[config.mk]
export PLATFORM = sky130hd
export DESIGN_NAME = free_list_bank
export DESIGN_NICKNAME = d
export VERILOG_FILES = /design/src/rtl/free_list_bank.sv
export SDC_FILE = /design/constraint.sdc
export NUM_CORES = 1
export LEC_CHECK = 0
export ABC_AREA = 1
export CAP_MARGIN = 20
export CELL_PAD_IN_SITES_DETAIL_PLACEMENT = 1
export CELL_PAD_IN_SITES_GLOBAL_PLACEMENT = 1
export CORE_ASPECT_RATIO = 2
export CORE_UTILIZATION = 45
export DETAILED_ROUTE_END_ITERATION = 10
export PLACE_DENSITY_LB_ADDON = 0.08
export SYNTH_ARGS = -nofsm -noshare
export SYNTH_HDL_FRONTEND = slang
export SYNTH_SLANG_ARGS = --single-unit
[constraint.sdc]
create_clock -name CLK -period 2.58 [get_ports CLK]
set_input_delay 0.516 -clock CLK [delete_from_list [all_inputs] [get_ports CLK]]
set_output_delay 0.516 -clock CLK [all_outputs]
set_load 0.05 [all_outputs]
[src/rtl/free_list_bank.sv]
// One bank of the rename free list: circular FIFO of free upper-PR indices with occupancy flags.
// Optional define FREE_LIST_BANK_BYPASS_EN lets an enqueue into an empty bank be consumed in the same cycle.
module free_list_bank #(
  parameter int LENGTH          = 32,
  parameter int INIT_COUNT      = 16,
  parameter int INIT_BASE       = 16,
  parameter int LOWER_THRESHOLD = 8,
  parameter int UPPER_THRESHOLD = 24
) (
  input  logic                       CLK,
  input  logic                       RST,
  input  logic                       enq_valid,
  input  logic [4:0]                 enq_upper_PR,
  output logic                       deq_valid,
  output logic [4:0]                 deq_upper_PR,
  input  logic                       deq_ready,
  output logic [$clog2(LENGTH):0]    count,
  output logic                       below_lower,
  output logic                       above_upper,
  output logic                       overflow_err
);

  localparam int PTR_W = $clog2(LENGTH);
  localparam int CNT_W = PTR_W + 1;
  localparam logic [CNT_W-1:0] FULL_CNT  = CNT_W'(LENGTH);
  localparam logic [CNT_W-1:0] LOWER_CNT = CNT_W'(LOWER_THRESHOLD);
  localparam logic [CNT_W-1:0] UPPER_CNT = CNT_W'(UPPER_THRESHOLD);

  logic [4:0]       mem_q [LENGTH];
  logic [PTR_W-1:0] headPtr_q, headPtr_d;
  logic [PTR_W-1:0] tailPtr_q, tailPtr_d;
  logic [CNT_W-1:0] count_q, count_d;
  logic             overflow_q, overflow_d;

  logic isEmpty, isFull, popFire, bypassFire, enqAccept;

  assign isEmpty = (count_q == '0);
  assign isFull  = (count_q == FULL_CNT);
  assign popFire = !isEmpty && deq_ready;

`ifdef FREE_LIST_BANK_BYPASS_EN
  logic bypassActive;
  assign bypassActive = isEmpty && enq_valid;
  assign bypassFire   = bypassActive && deq_ready;
  assign deq_valid    = !isEmpty || bypassActive;
  assign deq_upper_PR = bypassActive ? enq_upper_PR : mem_q[headPtr_q];
`else
  assign bypassFire   = 1'b0;
  assign deq_valid    = !isEmpty;
  assign deq_upper_PR = mem_q[headPtr_q];
`endif

  // A full bank still accepts a write when the head slot is popped in the same cycle.
  assign enqAccept = enq_valid && (!isFull || popFire) && !bypassFire;

  always_comb begin
    headPtr_d  = headPtr_q;
    tailPtr_d  = tailPtr_q;
    overflow_d = overflow_q;
    if (popFire)   headPtr_d = headPtr_q + PTR_W'(1);
    if (enqAccept) tailPtr_d = tailPtr_q + PTR_W'(1);
    if (enq_valid && isFull && !popFire) overflow_d = 1'b1;
    count_d = count_q + CNT_W'(enqAccept) - CNT_W'(popFire);
  end

  always_ff @(posedge CLK) begin
    if (RST) begin
      for (int i = 0; i < LENGTH; i++) begin
        mem_q[i] <= (i < INIT_COUNT) ? 5'(INIT_BASE + i) : 5'd0;
      end
      headPtr_q  <= '0;
      tailPtr_q  <= PTR_W'(INIT_COUNT % LENGTH);
      count_q    <= CNT_W'(INIT_COUNT);
      overflow_q <= 1'b0;
    end else begin
      if (enqAccept) mem_q[tailPtr_q] <= enq_upper_PR;
      headPtr_q  <= headPtr_d;
      tailPtr_q  <= tailPtr_d;
      count_q    <= count_d;
      overflow_q <= overflow_d;
    end
  end

  assign count        = count_q;
  assign below_lower  = (count_q < LOWER_CNT);
  assign above_upper  = (count_q > UPPER_CNT);
  assign overflow_err = overflow_q;

endmodule

Word level (Yosys, flattened, before mapping)

Memory sizes are Yosys's and may differ from the RTL's. A register that Yosys moved wholly into a read port is not among the register bits.
Cells that the tools add are included.

Bitwise gates (word level): 0
Div/mod/pow operators: 0
Muxes and demuxes: 10
Equal/unequal tests: 1
Shift operators: 0
Multiply operators: 0
Reductions and logical operators: 10
Add/subtract/negate cells: 4
Magnitude comparators: 2

Operators by type and width:

| cell                | count |
|---|---|
| $mux 5              | 4 |
| $add 5x1->5 const B | 2 |
| $add 6x1->6         | 1 |
| $eq 6x6->1 const B  | 1 |
| $gt 6x5->1 const B  | 1 |
| $logic_not 6->1     | 1 |
| $lt 6x4->1 const B  | 1 |
| $mux 1              | 6 |
| $sub 6x1->6         | 1 |
| $reduce_or 5->1     | 1 |
| $logic_and 1x1->1   | 4 |
| $logic_not 1->1     | 3 |
| $logic_or 1x1->1    | 1 |

Input port bits: 9
Register bits: 17
Bits in read-only memories: 0
Bits in latches: 0
Logic and storage cells: 32
Memories: 1
Output and inout bits: 15
RAM bits: 160

Memory list:

| memory | words | width | read ports | clocked after Yosys merged registers in | write ports | RTL line | text |
|---|---|---|---|---|---|---|---|
| mem_q  | 32    | 5     | 1          | 1                                       | 32          | 29       | `logic [4:0] mem_q [LENGTH];` |

Longest topological paths before layout

Depth in word-level cells: 10
Gate-level depth with buffers: 17
Depth with buffers taken out: 17

Worst setup path after synthesis

Ideal clock, no wire load.

Kind: register -> register
Start: register count_q[4], in the netlist count[4]
End: register count_q[4], in the netlist count[4]
Clock period less this slack: 2.766 ns
Path slack: -0.186 ns
Buffers on the path: 0
Cell stages (with the launch flop): 18
Arrival time: 2.708 ns
Setup time: 0.058 ns
Required time: 2.522 ns
Cells stage by stage: dfxtp_1 inv_1 ha_1 nand3_2 nand2_2 nand2_1 nand2_4 xor2_1 ha_1 inv_1 fa_1 inv_1 nand2_1 nand2_1 a21oi_1 nor2_1 nor2_1 nand2_1

Longest elaborated chain between the ends: 7
Elaborated cells on any way between the ends: 9
Those cells by class: add/sub: 2; eq/ne: 1; reduce/logical: 6

Ends and longest elaborated chain:

| item                   | RTL line | text |
|---|---|---|
| from (decl)            | 32       | `logic [CNT_W-1:0] count_q, count_d;` |
| from (signal assigned) | 73       | `count_q <= CNT_W'(INIT_COUNT);` |
| from (signal assigned) | 79       | `count_q <= count_d;` |
| $logic_not 6->1 (*)    | 37       | `assign isEmpty = (count_q == '0);` |
| $logic_not 1->1 (*)    | -        |  |
| net deq_valid          | 14       | `output logic deq_valid,` |
| $logic_and 1x1->1 (*)  | 39       | `assign popFire = !isEmpty && deq_ready;` |
| $logic_or 1x1->1       | 54       | `assign enqAccept = enq_valid && (!isFull \|\| popFire) && !bypassFire;` |
| $logic_and 1x1->1      | 54       |  |
| $add 6x1->6            | 63       | `count_d = count_q + CNT_W'(enqAccept) - CNT_W'(popFire);` |
| $sub 6x1->6 (*)        | 63       |  |

Mark *: on every way through the listed nets, which the timed path passes. The rest lies on a longest branch.
A chain may end at the register's enable or synchronous reset.

==> run_results.csv <==
group,metric,value,unit
clocking,cts-root-buf,"clkbuf_16",
power_and_ir_drop,p_comb_share,27.6,%
global_route,grt_usage,26.9,%
synth,netlist_instances,967,
clocking,tritoncts,"yes",
setup_path,endpoint_kind,"output pin",
detailed_routing,wire_per_inst,21.0,microns
clocking,cts_buffer_depth,2,
final_layout,insertedDiodeCount,0,
run_status,outcome,"complete, no violations",
detailed_routing,first_pass_iters,4,
timing,worst_pin_slew,0.678,ns
placement,io_buffers,23,
synth,ys_seq_area_share,58.5,%
floorplanning,die_x,102,microns
setup_path,cp.required,2.06,ns
clocking,cts.sinks,182,
power_and_ir_drop,power_switching,0.00269,W
synth,synth_cell_types,34,
synth,synth.area.top_cells,"edfxtp_1 (54%), nand2_1 (12%), nand3_1 (11%), nor2_1 (5.4%), dfxtp_1 (4.9%)",
floorplanning,pin_count,24,
detailed_routing,finalWirelength,26700,microns
clocking,insertion_delay,0.44,ns
floorplanning,num_rows,72,
power_and_ir_drop,pwr-share-clk,30.4,%
detailed_routing,drt-initial-drc-count,314,
clocking,cts_hold_buffers,0,
synth,synthesis.nets,993,
run,drv_cap,0,
global_route,grt_pass1_wl,39800,microns
global_route,grt_max_degree,41,
setup_path,critPathMaxFanout,20,
detailed_routing,vias,6989,
min_path,min_path_type,"reg2reg",
floorplanning,dieHeight,202,microns
power_and_ir_drop,seq_power_share,42.0,%
detailed_routing,drc,0,
timing,final-setup-viol-count,0,
synth,syn_area_per_cell,9.27,sq um
final_layout,final_cell_mix,"nand2_1 (274), nand3_1 (193), edfxtp_1 (160), nor2_1 (130), buf_4 (42)",
detailed_routing,ant_nets,0,
floorplanning,coreArea,0.0195,sq mm
floorplanning,start_util,46.1,%
floorplanning,dieArea,0.0205,sq mm
clocking,cts_buffers,17,
global_route,antenna_found_initial,0,
timing,maxSlewHeadroom,54.8,%
final_layout,layout_commonest_cell,"nand2_1",
placement,globalplace.congestion,0.820,
power_and_ir_drop,sw_frac_of_total,33.0,%
power_and_ir_drop,power_density,778,mW/mm^2
timing,final-hold-violation-count,0,
setup_path,start_kind,"flip-flop",
power_and_ir_drop,ir_drop,0.757,mV
detailed_routing,routed_via_density,5.51,
timing,finalCriticalPeriod,2.54,ns
placement,placed_area,0.00970,sq mm
global_route,grt_pass1_vias,7532,
power_and_ir_drop,totalPowerFinal,0.00815,W
placement,hpwl,18000,microns
final_layout,nets,1023,
clocking,ctsHtreeMaxLevel,4,
timing,clock.fmax,0.394,GHz
clocking,cts.clk_slew.worst_paths,0.07,ns
power_and_ir_drop,p_int,0.00546,W
synth,syn_area,0.00897,sq mm
synth,synth_top_area_share,53.6,%
final_layout,final_area,0.0105,sq mm
setup_path,worstSetupPathType,"reg2out",
final_layout,area_growth,16.8,%
synth,yosysTopAreaCell,"edfxtp_1",
final_layout,drive_gt1_share,13.4,%
power_and_ir_drop,leakagePower,4.05,nW
synth,yosysWarnings,0,
timing,grt_setup_unrepaired,"yes",
synth,synth_seq_cells,182,
timing,final-max-slew-violation-count,0,
timing,timing.final.crit_share,98.4,%
setup_path,arrival,2.02,ns
final_layout,final_util,53.8,%
global_route,overflow,0,
timing,final.setup_skew,0.0123,ns
## cell type report
cell class,instances,area (sq um)
clock inverter,9,66.3
tap,259,324
clock buffer,23,499
inverter,40,158
multi-input combinational,677,3300
fill,2231,8990
timing repair buffer,79,866
sequential,182,5260
## through the flow
step | cells | worst slack (ns) | setup TNS, ns | hold WS, ns
after floorplan | 967 | 0.0333 | 0 | 0.464
after global placement | 1232 | 0.0383 | 0 | 0.466
after detailed placement | 1232 | -0.0318 | -0.0318 | 0.472
after CTS | 1264 | 0.000434 | 0 | 0.495
after global routing | 1269 | -0.0569 | -0.142 | 0.523
final | 1269 | 0.0419 | 0 | 0.488
## logic make-up after synthesis
family,synth area share [%]
buffers and inverters,5.16
adder cells (fa/ha/maj),2.46
AO/OA/AOI/OAI,1.62
flip-flops,58.5
XOR/XNOR,0.293
AND/OR/NAND/NOR,32.0
## critical path, stage by stage (launching register included)
cell and delay [ns]:
dfxtp_4 0.44, inv_8 0.08, buf_12 0.16, nand2_1 0.07
nand3_1 0.14, nand3_1 0.13, nand2_1 0.06, nand2_1 0.06
nand2_1 0.08, nand2_1 0.09, nand2_1 0.09, buf_12 0.16
## final timing paths
kind                                   start         endpoint  slack, ns  cells after the start
worst min-delay path            overflow_err     overflow_err       0.49                      2
worst max-delay path               flip-flop  deq_upper_PR[1]       0.04                     11
worst max register to register      count[3]         count[4]       0.14                     17
worst min register to register  overflow_err     overflow_err       0.49                      2
## per-layer routing
layer	track usage [%]	routed length (microns)	up-vias
li1	-	-	3306
met1	26.0	9480	3470
met2	52.8	15400	149
met3	3.44	697	64
met4	14.4	1140	0
met5	0	0	-
## sequential cells by signal, indices dropped and copies added, names as in the netlist, named ones only
| register | count |
|---|---|
| tailPtr_q | 5 |
| mem_q | 160 |
| overflow_err | 1 |
| count | 6 |
| headPtr_q | 5 |
## cells in the mapped netlist
| library cell | number |
|---|---|
| clkinv_1 | 2 |
| nand2_1 | 276 |
| nor3_1 | 1 |
| a31oi_1 | 3 |
| edfxtp_1 | 160 |
| o21ai_0 | 8 |
| buf_4 | 3 |
| nand2_4 | 1 |
| a21boi_0 | 1 |
| inv_2 | 2 |
| nor2_2 | 5 |
| nand3_4 | 10 |
| nand3_2 | 1 |
| buf_2 | 18 |
| nor3_2 | 4 |
| dfxtp_1 | 22 |
| xor2_1 | 3 |
| a21oi_2 | 1 |
| buf_6 | 1 |
| fa_1 | 1 |
| inv_1 | 36 |
| nor2_1 | 130 |
| a21oi_1 | 11 |
| o21bai_1 | 1 |
| buf_12 | 1 |
| buf_1 | 4 |
| o21a_1 | 1 |
| nand2_2 | 2 |
| ha_1 | 16 |
| nand3_1 | 195 |
| nor2_8 | 1 |
| clkbuf_1 | 41 |
| nor3_4 | 3 |
| nand4_1 | 2 |
## what timing repair did
action | 4_1_cts | 5_1_grt
buffers inserted | 0 | 1
hold endpoints to repair | 0 | 0
endpoints found under the setup margin | 8 | 6
resized for setup | 5 | 23
gates cloned | 0 | 4
## power groups by stage
stage | clock [W] | sequential [W] | combinational [W]
after floorplan | 0 | 0.00358 | 0.00123
after global placement | 0 | 0.00347 | 0.00204
after detailed placement | 0 | 0.00348 | 0.00211
after CTS | 0.00250 | 0.00342 | 0.00211
after global routing | 0.00262 | 0.00344 | 0.00242
final | 0.00248 | 0.00342 | 0.00225
No activity file was read; power rests on OpenSTA's default activity.
